$ cat config.mk
export PLATFORM = sky130hd
export DESIGN_NAME = fir_mac_filter
export DESIGN_NICKNAME = d
export VERILOG_FILES = /design/src/rtl/fir_mac_filter.sv
export SDC_FILE = /design/constraint.sdc
export NUM_CORES = 1
export LEC_CHECK = 0
export CORE_AREA = 8 8 136 138
export DETAILED_ROUTE_END_ITERATION = 7
export DIE_AREA = 0 0 144 146
export PLACE_DENSITY = 0.59
export SLEW_MARGIN = 25
export SYNTH_ARGS = -nofsm -noshare
export SYNTH_HDL_FRONTEND = slang
export SYNTH_SLANG_ARGS = --single-unit
$ cat constraint.sdc
create_clock -name clk_i -period 7.85 [get_ports clk_i]
set_input_delay 0.785 -clock clk_i [delete_from_list [all_inputs] [get_ports clk_i]]
set_output_delay 0.785 -clock clk_i [all_outputs]
set_load 0.03 [all_outputs]
$ cat src/rtl/fir_mac_filter.sv
// fir_mac_filter
// Sequential-MAC FIR filter: one multiplier walks the taps, one sample at a
// time. Coefficients are loaded in order through a wrapping write pointer.
// The result is rounded, shifted and saturated to DATA_W.
//
// Ports
//   clk_i, reset_i    : clock and synchronous active-high reset
//   coef_we_i, coef_i : coefficient write, honoured only while idle
//   coef_loaded_o     : all TAPS coefficients written since reset
//   x_valid_i, x_i    : input sample; x_ready_o is high only when idle
//   y_valid_o, y_o    : one-cycle result pulse and held, registered result
//   sat_o             : current y_o was clipped
//   dbg_state_o       : FSM state (0 idle, 1 mac, 2 out)
//
// Handshake: a sample transfers on a rising edge where x_valid_i and
// x_ready_o are both high. x_ready_o depends on the state only, never on
// x_valid_i. y_valid_o has no back-pressure and is high for one cycle.
module fir_mac_filter #(
    parameter int DATA_W    = 8,
    parameter int COEF_W    = 8,
    parameter int TAPS      = 4,
    parameter int OUT_SHIFT = 0
) (
    input  logic              clk_i,
    input  logic              reset_i,
    input  logic              coef_we_i,
    input  logic [COEF_W-1:0] coef_i,
    output logic              coef_loaded_o,
    input  logic              x_valid_i,
    input  logic [DATA_W-1:0] x_i,
    output logic              x_ready_o,
    output logic              y_valid_o,
    output logic [DATA_W-1:0] y_o,
    output logic              sat_o,
    output logic [1:0]        dbg_state_o
);

    localparam int KW    = $clog2(TAPS);
    localparam int PW    = DATA_W + COEF_W;
    localparam int ACC_W = PW + $clog2(TAPS);
    localparam int RW    = ACC_W + 1;   // one spare bit so the rounding add cannot wrap
    localparam logic [KW-1:0] LAST = KW'(TAPS - 1);
    localparam int RND_SH = (OUT_SHIFT > 0) ? OUT_SHIFT - 1 : 0;
    localparam logic signed [RW-1:0] RND  = (OUT_SHIFT > 0) ? (RW'(1) <<< RND_SH) : '0;
    localparam logic signed [RW-1:0] MAXV = {{(RW-DATA_W+1){1'b0}}, {(DATA_W-1){1'b1}}};
    localparam logic signed [RW-1:0] MINV = {{(RW-DATA_W+1){1'b1}}, {(DATA_W-1){1'b0}}};

    typedef enum logic [1:0] {
        IDLE = 2'd0,
        MAC  = 2'd1,
        OUT  = 2'd2
    } state_t;

    state_t                    state_q, state_d;
    logic signed [COEF_W-1:0]  h_q [TAPS];
    logic signed [COEF_W-1:0]  h_d [TAPS];
    logic signed [DATA_W-1:0]  d_q [TAPS];
    logic signed [DATA_W-1:0]  d_d [TAPS];
    logic [KW-1:0]             wp_q, wp_d;
    logic [KW-1:0]             k_q, k_d;
    logic signed [ACC_W-1:0]   acc_q, acc_d;
    logic                      loaded_q, loaded_d;
    logic [DATA_W-1:0]         y_q, y_d;
    logic                      sat_q, sat_d;
    logic                      y_valid_q, y_valid_d;

    logic signed [PW-1:0]      prod;
    logic signed [ACC_W-1:0]   acc_sum;
    logic signed [RW-1:0]      rnd_sum;
    logic signed [RW-1:0]      rnd_val;
    logic [DATA_W-1:0]         y_val;
    logic                      sat_val;

    // Current tap product and running sum. Operands are sign-extended to
    // the product width so the low PW bits hold the exact signed product.
    always_comb begin
        prod    = PW'(h_q[k_q]) * PW'(d_q[k_q]);
        acc_sum = acc_q + ACC_W'(prod);
    end

    // Round half toward +inf, then clip to the DATA_W signed range.
    // Computed from acc_sum so the result registers on the last MAC edge.
    always_comb begin
        rnd_sum = RW'(acc_sum) + RND;
        rnd_val = rnd_sum >>> OUT_SHIFT;
        sat_val = 1'b0;
        y_val   = rnd_val[DATA_W-1:0];
        if (rnd_val > MAXV) begin
            y_val   = MAXV[DATA_W-1:0];
            sat_val = 1'b1;
        end else if (rnd_val < MINV) begin
            y_val   = MINV[DATA_W-1:0];
            sat_val = 1'b1;
        end
    end

    always_comb begin
        state_d   = state_q;
        h_d       = h_q;
        d_d       = d_q;
        wp_d      = wp_q;
        k_d       = k_q;
        acc_d     = acc_q;
        loaded_d  = loaded_q;
        y_d       = y_q;
        sat_d     = sat_q;
        y_valid_d = 1'b0;
        case (state_q)
            IDLE: begin
                // A write and an accept in the same cycle both land; the
                // MAC pass that follows already sees the new coefficient.
                if (coef_we_i) begin
                    h_d[wp_q] = coef_i;
                    if (wp_q == LAST) begin
                        wp_d     = '0;
                        loaded_d = 1'b1;
                    end else begin
                        wp_d = wp_q + KW'(1);
                    end
                end
                if (x_valid_i) begin
                    d_d[0] = x_i;
                    for (int j = 1; j < TAPS; j++) begin
                        d_d[j] = d_q[j-1];
                    end
                    acc_d   = '0;
                    k_d     = '0;
                    state_d = MAC;
                end
            end
            MAC: begin
                acc_d = acc_sum;
                k_d   = k_q + KW'(1);
                if (k_q == LAST) begin
                    k_d       = '0;
                    y_d       = y_val;
                    sat_d     = sat_val;
                    y_valid_d = 1'b1;
                    state_d   = OUT;
                end
            end
            OUT: begin
                state_d = IDLE;
            end
            default: begin
                state_d = IDLE;
            end
        endcase
    end

    always_ff @(posedge clk_i) begin
        if (reset_i) begin
            state_q   <= IDLE;
            for (int j = 0; j < TAPS; j++) begin
                h_q[j] <= '0;
                d_q[j] <= '0;
            end
            wp_q      <= '0;
            k_q       <= '0;
            acc_q     <= '0;
            loaded_q  <= 1'b0;
            y_q       <= '0;
            sat_q     <= 1'b0;
            y_valid_q <= 1'b0;
        end else begin
            state_q   <= state_d;
            h_q       <= h_d;
            d_q       <= d_d;
            wp_q      <= wp_d;
            k_q       <= k_d;
            acc_q     <= acc_d;
            loaded_q  <= loaded_d;
            y_q       <= y_d;
            sat_q     <= sat_d;
            y_valid_q <= y_valid_d;
        end
    end

    assign x_ready_o     = (state_q == IDLE);
    assign coef_loaded_o = loaded_q;
    assign y_valid_o     = y_valid_q;
    assign y_o           = y_q;
    assign sat_o         = sat_q;
    assign dbg_state_o   = state_q;

endmodule

; Word-level counts from Yosys, hierarchy flattened
; Index checks and enable logic that the tools add are counted.
; W data, S select, Z words.
[word_totals]
ff_bits = 99
in_bits = 20
[op_classes]
add_sub_neg = 3
mul = 1
n_lt_le_gt_ge = 5
eq_ne = 5
mux = 23
n_bitwise = 3
reduce_logical = 10
[op_table]
columns = operator, n
row1 = $mux W8, 7
row2 = $pmux W18 S2, 1
row3 = $bmux W8 S2, 2
row4 = $bwmux W32, 1
row5 = $add A18 B16 Y18, 1
row6 = $gt A18 B8 Y1 const B, 1
row7 = $lt A18 B8 Y1 const B, 1
row8 = $mux W18, 1
row9 = $demux W8 S2, 1
row10 = $mul A8 B8 Y16, 1
row11 = $mux W2, 5
row12 = $reduce_and A2 Y1, 5
row13 = $pmux W2 S2, 2
row14 = $ge A3 B3 Y1 const B, 2
row15 = $not A2 Y3, 2
row16 = $add A2 B1 Y2 const B, 2
row17 = $eq A2 B2 Y1 const B, 2
row18 = $ne A2 B2 Y1 const B, 2
row19 = $lt A3 B1 Y1 const B, 1
row20 = $mux W1, 3
row21 = $reduce_and A3 Y1, 1
row22 = $eq A2 B1 Y1 const B, 1
row23 = $logic_not A2 Y1, 1
row24 = $reduce_bool A2 Y1, 1
row25 = 3 further kinds, 3

; Logic depth before layout (Yosys ltp)
; Gate-level depths: netlist (run 1).
[logic_depth]
depth_word = 9
ltp_mapped = 22
mapped_depth_nobuf = 20

; Worst setup path after synthesis (run 1)
; No wires, ideal clock.
[synth_path]
path_type = reg-to-reg
start = register k_q[0]
end = register y_q[0] (netlist: y_o[0])
setup_ns = 0.132
arrival_time_ns = 6.313
t_required_ns = 7.718
setup_slack_ns = 1.405
path_stages_with_launch = 21
n_path_buf = 2
synth_period_minus_slack_ns = 6.445
path_cell_list = dfxtp_1 -> buf_2 -> clkbuf_1 -> mux2_2 -> o21ai_1 -> or2_2 -> fa_1 -> fa_1 -> inv_1 -> fa_1 -> fa_1 -> fa_1 -> ha_1 -> a21o_1 -> a21oi_2 -> nand2_1 -> a311o_1 -> o31ai_4 -> xnor2_1 -> o31a_1 -> o32ai_1
[synth_between]
elab_chain_len = 9
elab_cells_between_ends = 15
classes_between = add/sub (1) / mul (1) / order compare (2) / eq/ne (1) / mux (8) / bitwise (1) / reduce/logical (1)
[synth_rtl]
columns = item, line_no
row1 = start: declaration, 60  ; logic [KW-1:0] k_q, k_d;
row2 = start signal: assignment, 170  ; k_q <= k_d;
row3 = $not A2 Y3 (implied by the code), 77  ; prod = PW'(h_q[k_q]) * PW'(d_q[k_q]);
row4 = $bmux W8 S2, 77
row5 = $mux W8 (implied by the code) (2 in a row), 77
row6 = $mul A8 B8 Y16, 77
row7 = $add A18 B16 Y18, 78  ; acc_sum = acc_q + ACC_W'(prod);
row8 = $lt A18 B8 Y1, 91  ; end else if (rnd_val < MINV) begin
row9 = $mux W8, 91
row10 = $mux W8, 88  ; if (rnd_val > MAXV) begin
row11 = end signal: assignment, 173  ; y_q <= y_d;
row12 = end: declaration, 63  ; logic [DATA_W-1:0] y_q, y_d;
; Parallel ways exist; a longest one is shown, timed or not. The select of a mux whose other input is x is not followed.
; A chain may end at the register's enable or synchronous reset.

; Worst setup path after layout (run 1)
; Ends and elaborated chain as after synthesis.

==> flow_metrics.env, run 1 <==
export IMPL_outcome="finished, final reports clean"
export IMPL_ys_ff_latch=99
export IMPL_crit_fanout=13
export IMPL_reg2reg_setup_slack_ns=1.01
export IMPL_rr_endpoint="y_o[0]$_SDFFE_PP0P_"
export IMPL_swShare=0.316
export IMPL_finalPower_mw=1.30
export IMPL_core_area_sq_um=16300
export IMPL_first_pass_iters=5
export IMPL_cpMostUsedCell="fa_1"
export IMPL_synthFlopType="dfxtp_1"
export IMPL_ys_async_sr_fraction=0
export IMPL_cts_path_max_buffers=2
export IMPL_grt_pass1_wl_microns=28700
export IMPL_clkPwrFrac=0.359
export IMPL_setup_tns_ns=0
export IMPL_yosysSeqAreaShare=0.274
export IMPL_vdd_drop_max_mv=0.105
export IMPL_reg2regPathDepth=18
export IMPL_track_usage=0.171
export IMPL_drc=0
export IMPL_layout_setup_ws_ns=1.01
export IMPL_placed_area_sq_um=7750
export IMPL_slowest_delay_ns=0.80
export IMPL_r2r_start="k_q[0]$_SDFFE_PP0P_"
export IMPL_tritoncts="done"
export IMPL_synth_top_cell_area_share=0.274
export IMPL_place_inst=1041
export IMPL_required_ns=8.05
export IMPL_cts_root_buf="clkbuf_16"
export IMPL_path_class="register to register"
export IMPL_drtIter0Drc=328
export IMPL_worstMarginPinSlew_ns=0.796
export IMPL_cts_sinks=99
export IMPL_critPathLaunch="k_q[0]$_SDFFE_PP0P_"
export IMPL_fin_crit_ns=6.84
export IMPL_hp_class="register to register"
export IMPL_htree_levels=3
export IMPL_io_pins=34
export IMPL_wl_per_cell_microns=16.2
export IMPL_insertion_delay_ns=0.35
export IMPL_relSlewSlack=0.469
export IMPL_synth_top_area_cell="dfxtp_1"
export IMPL_place_congestion=0.901
export IMPL_syn_nets=964
export IMPL_critPathSlowestCell="dfxtp_1"
export IMPL_hold_viol_final=0
export IMPL_grt_max_degree=107
export IMPL_worstPathCellList="mux4_2 > and2_1 > inv_1 > fa_1 > inv_1 > fa_1 > fa_1 > fa_1 > fa_1 > ha_1 > a21o_1 > a21oi_2 > nand2_1 > a311o_1 > xnor2_1 > nand2_1 > o2bb2ai_2 > o32ai_1"
export IMPL_layout_cells_non_filler=1057
export IMPL_detail_route_vias_per_cell=5.26
export IMPL_drive_gt1_frac=0.0573
export IMPL_ys_types=42
export IMPL_max_freq_ghz=0.146
export IMPL_endpoint_kind="register"
export IMPL_cts_resized=0
export IMPL_layout_commonest_cell="nand2_1"
export IMPL_p_leak_nw=3.51
export IMPL_crit_end="y_o[0]$_SDFFE_PP0P_"
export IMPL_grt_overflow=0
export IMPL_post_place_ws_ns=0.999
export IMPL_synth_edf_count=0
export IMPL_synth_cells=817
export IMPL_setup_viol=0
export IMPL_ys_top_cells_by_area="dfxtp_1 (27%), fa_1 (22%), nand2_1 (10%)"
export IMPL_drv_cap=0
export IMPL_p_seq_frac=0.412
export IMPL_power_frac_comb=0.229
export IMPL_final_cell_area_sq_um=8060
export IMPL_dp_final_hpwl_microns=13000
export IMPL_synth_warning_count=0
export IMPL_num_rows=47
export IMPL_start_util=0.444
export IMPL_period_share=0.872
export IMPL_intPower_mw=0.886
export IMPL_p_per_area_nw_per_um2=161
export IMPL_vias=5556
export IMPL_cp_start_kind="register"
export IMPL_final_nets=979
export IMPL_finalMaxSlewViolations=0
export IMPL_final_cell_mix="nand2_1 (194), dfxtp_1 (99), a21oi_1 (92), inv_1 (80), fa_1 (80)"
export IMPL_area_growth_synth_to_final_pct=11.5
export IMPL_post_cts_buffers=0
export IMPL_cts_buffers=9
export IMPL_syn_area_per_cell_sq_um=8.85
export IMPL_drtAntennaViolNets=0
export IMPL_fp_dieW_microns=144
export IMPL_fin_skew_ns=0.00517
export IMPL_grt_setup_unrepaired="false"
export IMPL_die_area_sq_um=21000
export IMPL_p_sw_mw=0.409
export IMPL_portBuffers=33
export IMPL_hold_buffers=0
export IMPL_antenna_cells=0
export IMPL_clk_pin_slew_ns=0.07
export IMPL_netlist_area_sq_um=7230
export IMPL_fp_dieH_microns=146
export IMPL_critical_path_arrival_ns=7.04
export IMPL_grt_pass1_vias=5726
export IMPL_finalWirelength_microns=17100
export IMPL_antenna_found_initial=0
[synth_stat cells, types with 4 or more instances]
cell / count
a211oi_1: 5
a21oi_1: 92
and2_1: 31
and3_1: 7
clkbuf_1: 35
dfxtp_1: 99
fa_1: 80
ha_1: 47
inv_1: 80
mux4_2: 15
nand2_1: 194
nand2b_1: 4
nand3_1: 19
nor2_1: 37
nor3_1: 5
o21ai_0: 6
o21bai_1: 4
o32ai_1: 7
xnor2_1: 16
[sequential cells by signal (all words and copies together) (netlist names)]
name,flops
d_q,32
dbg_state_o,2
sat_o,1
k_q,2
h_q,32
acc_q,18
wp_q,2
y_o,8
y_valid_o,1
coef_loaded_o,1
[stage by stage]
step | util | hold WS (ns)
final | 0.495 | 0.453
after detailed placement | 0.476 | 0.444
after global routing | 0.495 | 0.477
after global placement | 0.476 | 0.438
after floorplan | - | 0.433
after CTS | 0.495 | 0.454
[per-layer routing]
metal / track usage / part of all wire / vias to the layer above
li1: - / - / 2681
met1: 0.232 / 0.47 / 2742
met2: 0.270 / 0.47 / 111
met3: 0.0322 / 0.039 / 22
met4: 0.0552 / 0.018 / 0
met5: 0 / 0 / -
[power groups by stage]
| stage | Combinational (mW) | Sequential [mW] | Clock [mW] |
|---|---|---|---|
| final | 0.296 | 0.534 | 0.465 |
| after global routing | 0.335 | 0.537 | 0.497 |
| after CTS | 0.299 | 0.534 | 0.475 |
| after detailed placement | 0.296 | 0.546 | 0 |
| after global placement | 0.293 | 0.545 | 0 |
| after floorplan | 0.221 | 0.539 | 0 |
[worst min path at each step]
| stage | startpoint | to | slack (ns) | cells after the start |
|---|---|---|---|---|
| 2_1_floorplan | h_q[11]$_SDFFE_PP0P_ | h_q[11]$_SDFFE_PP0P_ | 0.43 | 2 |
| 3_3_place_gp | d_q[5]$_SDFFE_PP0P_ | d_q[5]$_SDFFE_PP0P_ | 0.44 | 2 |
| 3_5_place_dp | h_q[14]$_SDFFE_PP0P_ | h_q[14]$_SDFFE_PP0P_ | 0.44 | 2 |
| 4_1_cts | h_q[14]$_SDFFE_PP0P_ | h_q[14]$_SDFFE_PP0P_ | 0.45 | 2 |
| 5_1_grt | h_q[28]$_SDFFE_PP0P_ | h_q[28]$_SDFFE_PP0P_ | 0.48 | 2 |
| 6_report | h_q[14]$_SDFFE_PP0P_ | h_q[14]$_SDFFE_PP0P_ | 0.45 | 2 |
[layout make-up]
type                       instances  area [sq um]
timing repair buffer              40           384
tap                              220           275
clock inverter                     7          82.6
fill                            1553          8230
clock buffer                       9           225
multi-input combinational        602          4810
inverter                          80           300
sequential                        99          1980
[critical path, delay by kind of cell, from the launching register on]
family / cells / cell delay, ns
AO/OA/AOI/OAI: 5 / 1.28
XOR/XNOR: 1 / 0.34
adder cells (fa/ha/maj): 6 / 2.87
buffers and inverters: 2 / 0.19
flip-flops: 1 / 0.80
multiplexers: 1 / 0.47
AND/OR/NAND/NOR: 3 / 0.75
[cells by family (layout without fill, tap and decap cells)]
logic type / count (synthesis) / in the layout / share of synthesized area
buffers and inverters: 116 / 136 / 0.0604
flip-flops: 99 / 99 / 0.274
adder cells (fa/ha/maj): 127 / 127 / 0.303
XOR/XNOR: 19 / 19 / 0.0230
AND/OR/NAND/NOR: 306 / 306 / 0.181
AO/OA/AOI/OAI: 133 / 133 / 0.110
multiplexers: 17 / 17 / 0.0497
Note: power is estimated with default switching activity, not from simulation.
==> run 2, diff against run 1 <==
--- a/config.mk
+++ b/config.mk
@@ -8,6 +8,7 @@
 export CORE_AREA = 8 8 136 138
 export DETAILED_ROUTE_END_ITERATION = 7
 export DIE_AREA = 0 0 144 146
+export HOLD_SLACK_MARGIN = 0.1
 export PLACE_DENSITY = 0.59
 export SLEW_MARGIN = 25
 export SYNTH_ARGS = -nofsm -noshare
==> results of run 2 <==
Final layout, timing and power as in run 1 (identical DEF).
==> run 3, diff against run 2 <==
--- a/config.mk
+++ b/config.mk
@@ -5,9 +5,10 @@
 export SDC_FILE = /design/constraint.sdc
 export NUM_CORES = 1
 export LEC_CHECK = 0
-export CORE_AREA = 8 8 136 138
+export CORE_AREA = 2 2 130 132
+export CTS_CLUSTER_DIAMETER = 50
 export DETAILED_ROUTE_END_ITERATION = 7
-export DIE_AREA = 0 0 144 146
+export DIE_AREA = 0 0 132 134
 export HOLD_SLACK_MARGIN = 0.1
 export PLACE_DENSITY = 0.59
 export SLEW_MARGIN = 25
==> constraint.sdc (replaced) <==
create_clock -name clk_i -period 6.3 [get_ports clk_i]
set_input_delay 0.63 -clock clk_i [delete_from_list [all_inputs] [get_ports clk_i]]
set_output_delay 0.63 -clock clk_i [all_outputs]
set_load 0.03 [all_outputs]
==> run 3 against run 2 <==
Critical path depth grew 2. Non-clock buffer count grew 29. Count of clock-buffer cells in the layout is the same. Setup slack lost 0.83 ns. Global-route usage grew 3.4 points. First-iteration DRC count shrank 21%. Worst hold slack is essentially flat. Sequential share of layout area shrank 1.0 points. Register-to-register slack lost 0.83 ns. Clock skew grew 0.0085 ns. Flip-flop and latch count is the same. Fmax grew 12%.
==> flow_metrics.env, run 3 (same netlist as run 1, synthesis figures left out) <==
export IMPL_relSlewSlack=0.294
export IMPL_endpoint_kind="register"
export IMPL_reg2regPathDepth=20
export IMPL_critPathSlowestCell="mux4_2"
export IMPL_hold_viol_final=0
export IMPL_reg2reg_setup_slack_ns=0.17
export IMPL_portBuffers=33
export IMPL_cpMostUsedCell="fa_1"
export IMPL_placed_area_sq_um=7860
export IMPL_cp_start_kind="register"
export IMPL_r2r_start="k_q[0]$_SDFFE_PP0P_"
export IMPL_setup_tns_ns=0
export IMPL_finalMaxSlewViolations=0
export IMPL_crit_fanout=14
export IMPL_cts_root_buf="clkbuf_16"
export IMPL_tritoncts="done"
export IMPL_cts_path_max_buffers=2
export IMPL_grt_pass1_wl_microns=29100
export IMPL_clk_pin_slew_ns=0.07
export IMPL_wl_per_cell_microns=16.1
export IMPL_track_usage=0.205
export IMPL_path_buf_inv=4
export IMPL_top_regs="d_q: 32 flops, h_q: 32 flops, acc_q: 18 flops"
export IMPL_cp_top_family="adder cells"
export IMPL_p_per_area_nw_per_um2=195
export IMPL_whs_endpoint="h_q[2]$_SDFFE_PP0P_"
export IMPL_setup_viol=0
export IMPL_post_place_ws_ns=-0.0932
export IMPL_rr_endpoint="y_o[6]$_SDFFE_PP0P_"
export IMPL_slowest_delay_ns=0.60
export IMPL_vdd_drop_max_mv=0.134
export IMPL_drtAntennaViolNets=0
export IMPL_power_frac_comb=0.263
export IMPL_p_sw_mw=0.537
export IMPL_finalPower_mw=1.64
export IMPL_p_seq_frac=0.403
export IMPL_n_fill_cell=1522
export IMPL_place_congestion=0.858
export IMPL_core_area_sq_um=16300
export IMPL_vias=5692
export IMPL_drive_gt1_frac=0.117
export IMPL_path_class="register to register"
export IMPL_hp_start="h_q[2]$_SDFFE_PP0P_"
export IMPL_grt_max_degree=107
export IMPL_insertion_delay_ns=0.36
export IMPL_worstPathCellList="buf_12 > buf_4 > mux4_2 > and2_1 > fa_1 > inv_1 > fa_1 > inv_1 > fa_1 > fa_1 > ha_1 > ha_4 > a21oi_4 > nand2_1 > a22o_1 > a311o_1 > o31ai_4 > xnor2_2 > o31a_1 > o32ai_2"
export IMPL_fp_dieH_microns=134
export IMPL_drc=0
export IMPL_clkPwrFrac=0.334
export IMPL_cts_sinks=99
export IMPL_htree_levels=3
export IMPL_num_rows=47
export IMPL_layout_cells_non_filler=1086
export IMPL_swShare=0.326
export IMPL_max_freq_ghz=0.163
export IMPL_first_pass_iters=4
export IMPL_final_cell_area_sq_um=8430
export IMPL_grt_overflow=0
export IMPL_grt_pass1_vias=5962
export IMPL_die_area_sq_um=17700
export IMPL_hp_class="register to register"
export IMPL_final_nets=1008
export IMPL_cts_buffers=9
export IMPL_worstMarginPinSlew_ns=1.06
export IMPL_dp_final_hpwl_microns=13200
export IMPL_antenna_cells=0
export IMPL_final_cell_mix="nand2_1 (192), dfxtp_1 (98), a21oi_1 (91), inv_1 (80), fa_1 (78)"
export IMPL_layout_commonest_cell="nand2_1"
export IMPL_antenna_found_initial=0
export IMPL_whs_ns=0.454
export IMPL_detail_route_vias_per_cell=5.24
export IMPL_drtIter0Drc=260
export IMPL_place_inst=1054
export IMPL_io_pins=34
export IMPL_finalWirelength_microns=17400
export IMPL_drv_cap=0
export IMPL_outcome="finished, final reports clean"
export IMPL_layout_setup_ws_ns=0.174
export IMPL_period_share=0.972
export IMPL_intPower_mw=1.11
export IMPL_fp_dieW_microns=132
export IMPL_start_util=0.444
export IMPL_utilization=0.518
export IMPL_fin_crit_ns=6.13
export IMPL_required_ns=6.51
export IMPL_area_growth_synth_to_final_pct=16.6
export IMPL_fin_skew_ns=0.0136
export IMPL_min_delay_path_depth=2
export IMPL_p_leak_nw=3.67
export IMPL_critical_path_arrival_ns=6.34
run 3: changes by cell type in the layout (fill, tap and decap cells not counted), sizes merged:
cell / delta
inv: -1
clkinv: +1
buf: +29
clkinvlp: +1
bufinv: -1
run 3: worst register-to-register path, stage by stage, from the launching register on:
cell and delay (ns):
dfxtp_4 0.37, buf_12 0.15, buf_4 0.12, mux4_2 0.60, and2_1 0.23, fa_1 0.48, inv_1 0.05, fa_1 0.51
inv_1 0.06, fa_1 0.51, fa_1 0.51, ha_1 0.36, ha_4 0.29, a21oi_4 0.16, nand2_1 0.09, a22o_1 0.18
a311o_1 0.38, o31ai_4 0.22, xnor2_2 0.18, o31a_1 0.39, o32ai_2 0.14
run 3: worst max-delay path by stage:
stage	from	endpoint	slack, ns	depth (start not counted)
2_1_floorplan	k_q[0]$_SDFFE_PP0P_	y_o[0]$_SDFFE_PP0P_	0.006	20
3_3_place_gp	k_q[0]$_SDFFE_PP0P_	y_o[1]$_SDFFE_PP0P_	0.02	20
3_5_place_dp	k_q[0]$_SDFFE_PP0P_	y_o[2]$_SDFFE_PP0P_	-0.09	20
4_1_cts	k_q[0]$_SDFFE_PP0P_	y_o[2]$_SDFFE_PP0P_	0.008	19
5_1_grt	k_q[0]$_SDFFE_PP0P_	y_o[6]$_SDFFE_PP0P_	-0.03	19
6_report	k_q[0]$_SDFFE_PP0P_	y_o[6]$_SDFFE_PP0P_	0.17	20
run 3: timing repair:
action                     4_1_cts  5_1_grt
pin swaps                        0       12
setup endpoints to repair        8       10
buffers inserted                 5       11
gates resized for setup          3       28
hold buffers                     0        0
run 3: metal layers:
metal  global-route usage  vias to the layer above  wire (microns)
li1                     -                     2743               -
met1                0.268                     2813            8040
met2                0.356                      122            8570
met3               0.0295                       14             622
met4               0.0598                        0             207
met5                    0                        -               0
run 3: power by group through the flow:
stage	Clock, mW	Sequential (mW)	Combinational (mW)
2_1_floorplan	0	0.671	0.276
3_3_place_gp	0	0.675	0.385
3_5_place_dp	0	0.676	0.393
4_1_cts	0.564	0.662	0.403
5_1_grt	0.588	0.665	0.482
6_report	0.549	0.662	0.433
run 3: layout make-up:
type | instances | area [sq um] | share of cell area
Clock buffer | 9 | 225 | 0.0267
Clock inverter | 7 | 68.8 | 0.00816
Sequential cell | 99 | 1990 | 0.235
Timing Repair Buffer | 69 | 614 | 0.0729
Multi-Input combinational cell | 602 | 4960 | 0.589
Inverter | 80 | 300 | 0.0356
Tap cell | 220 | 275 | 0.0326
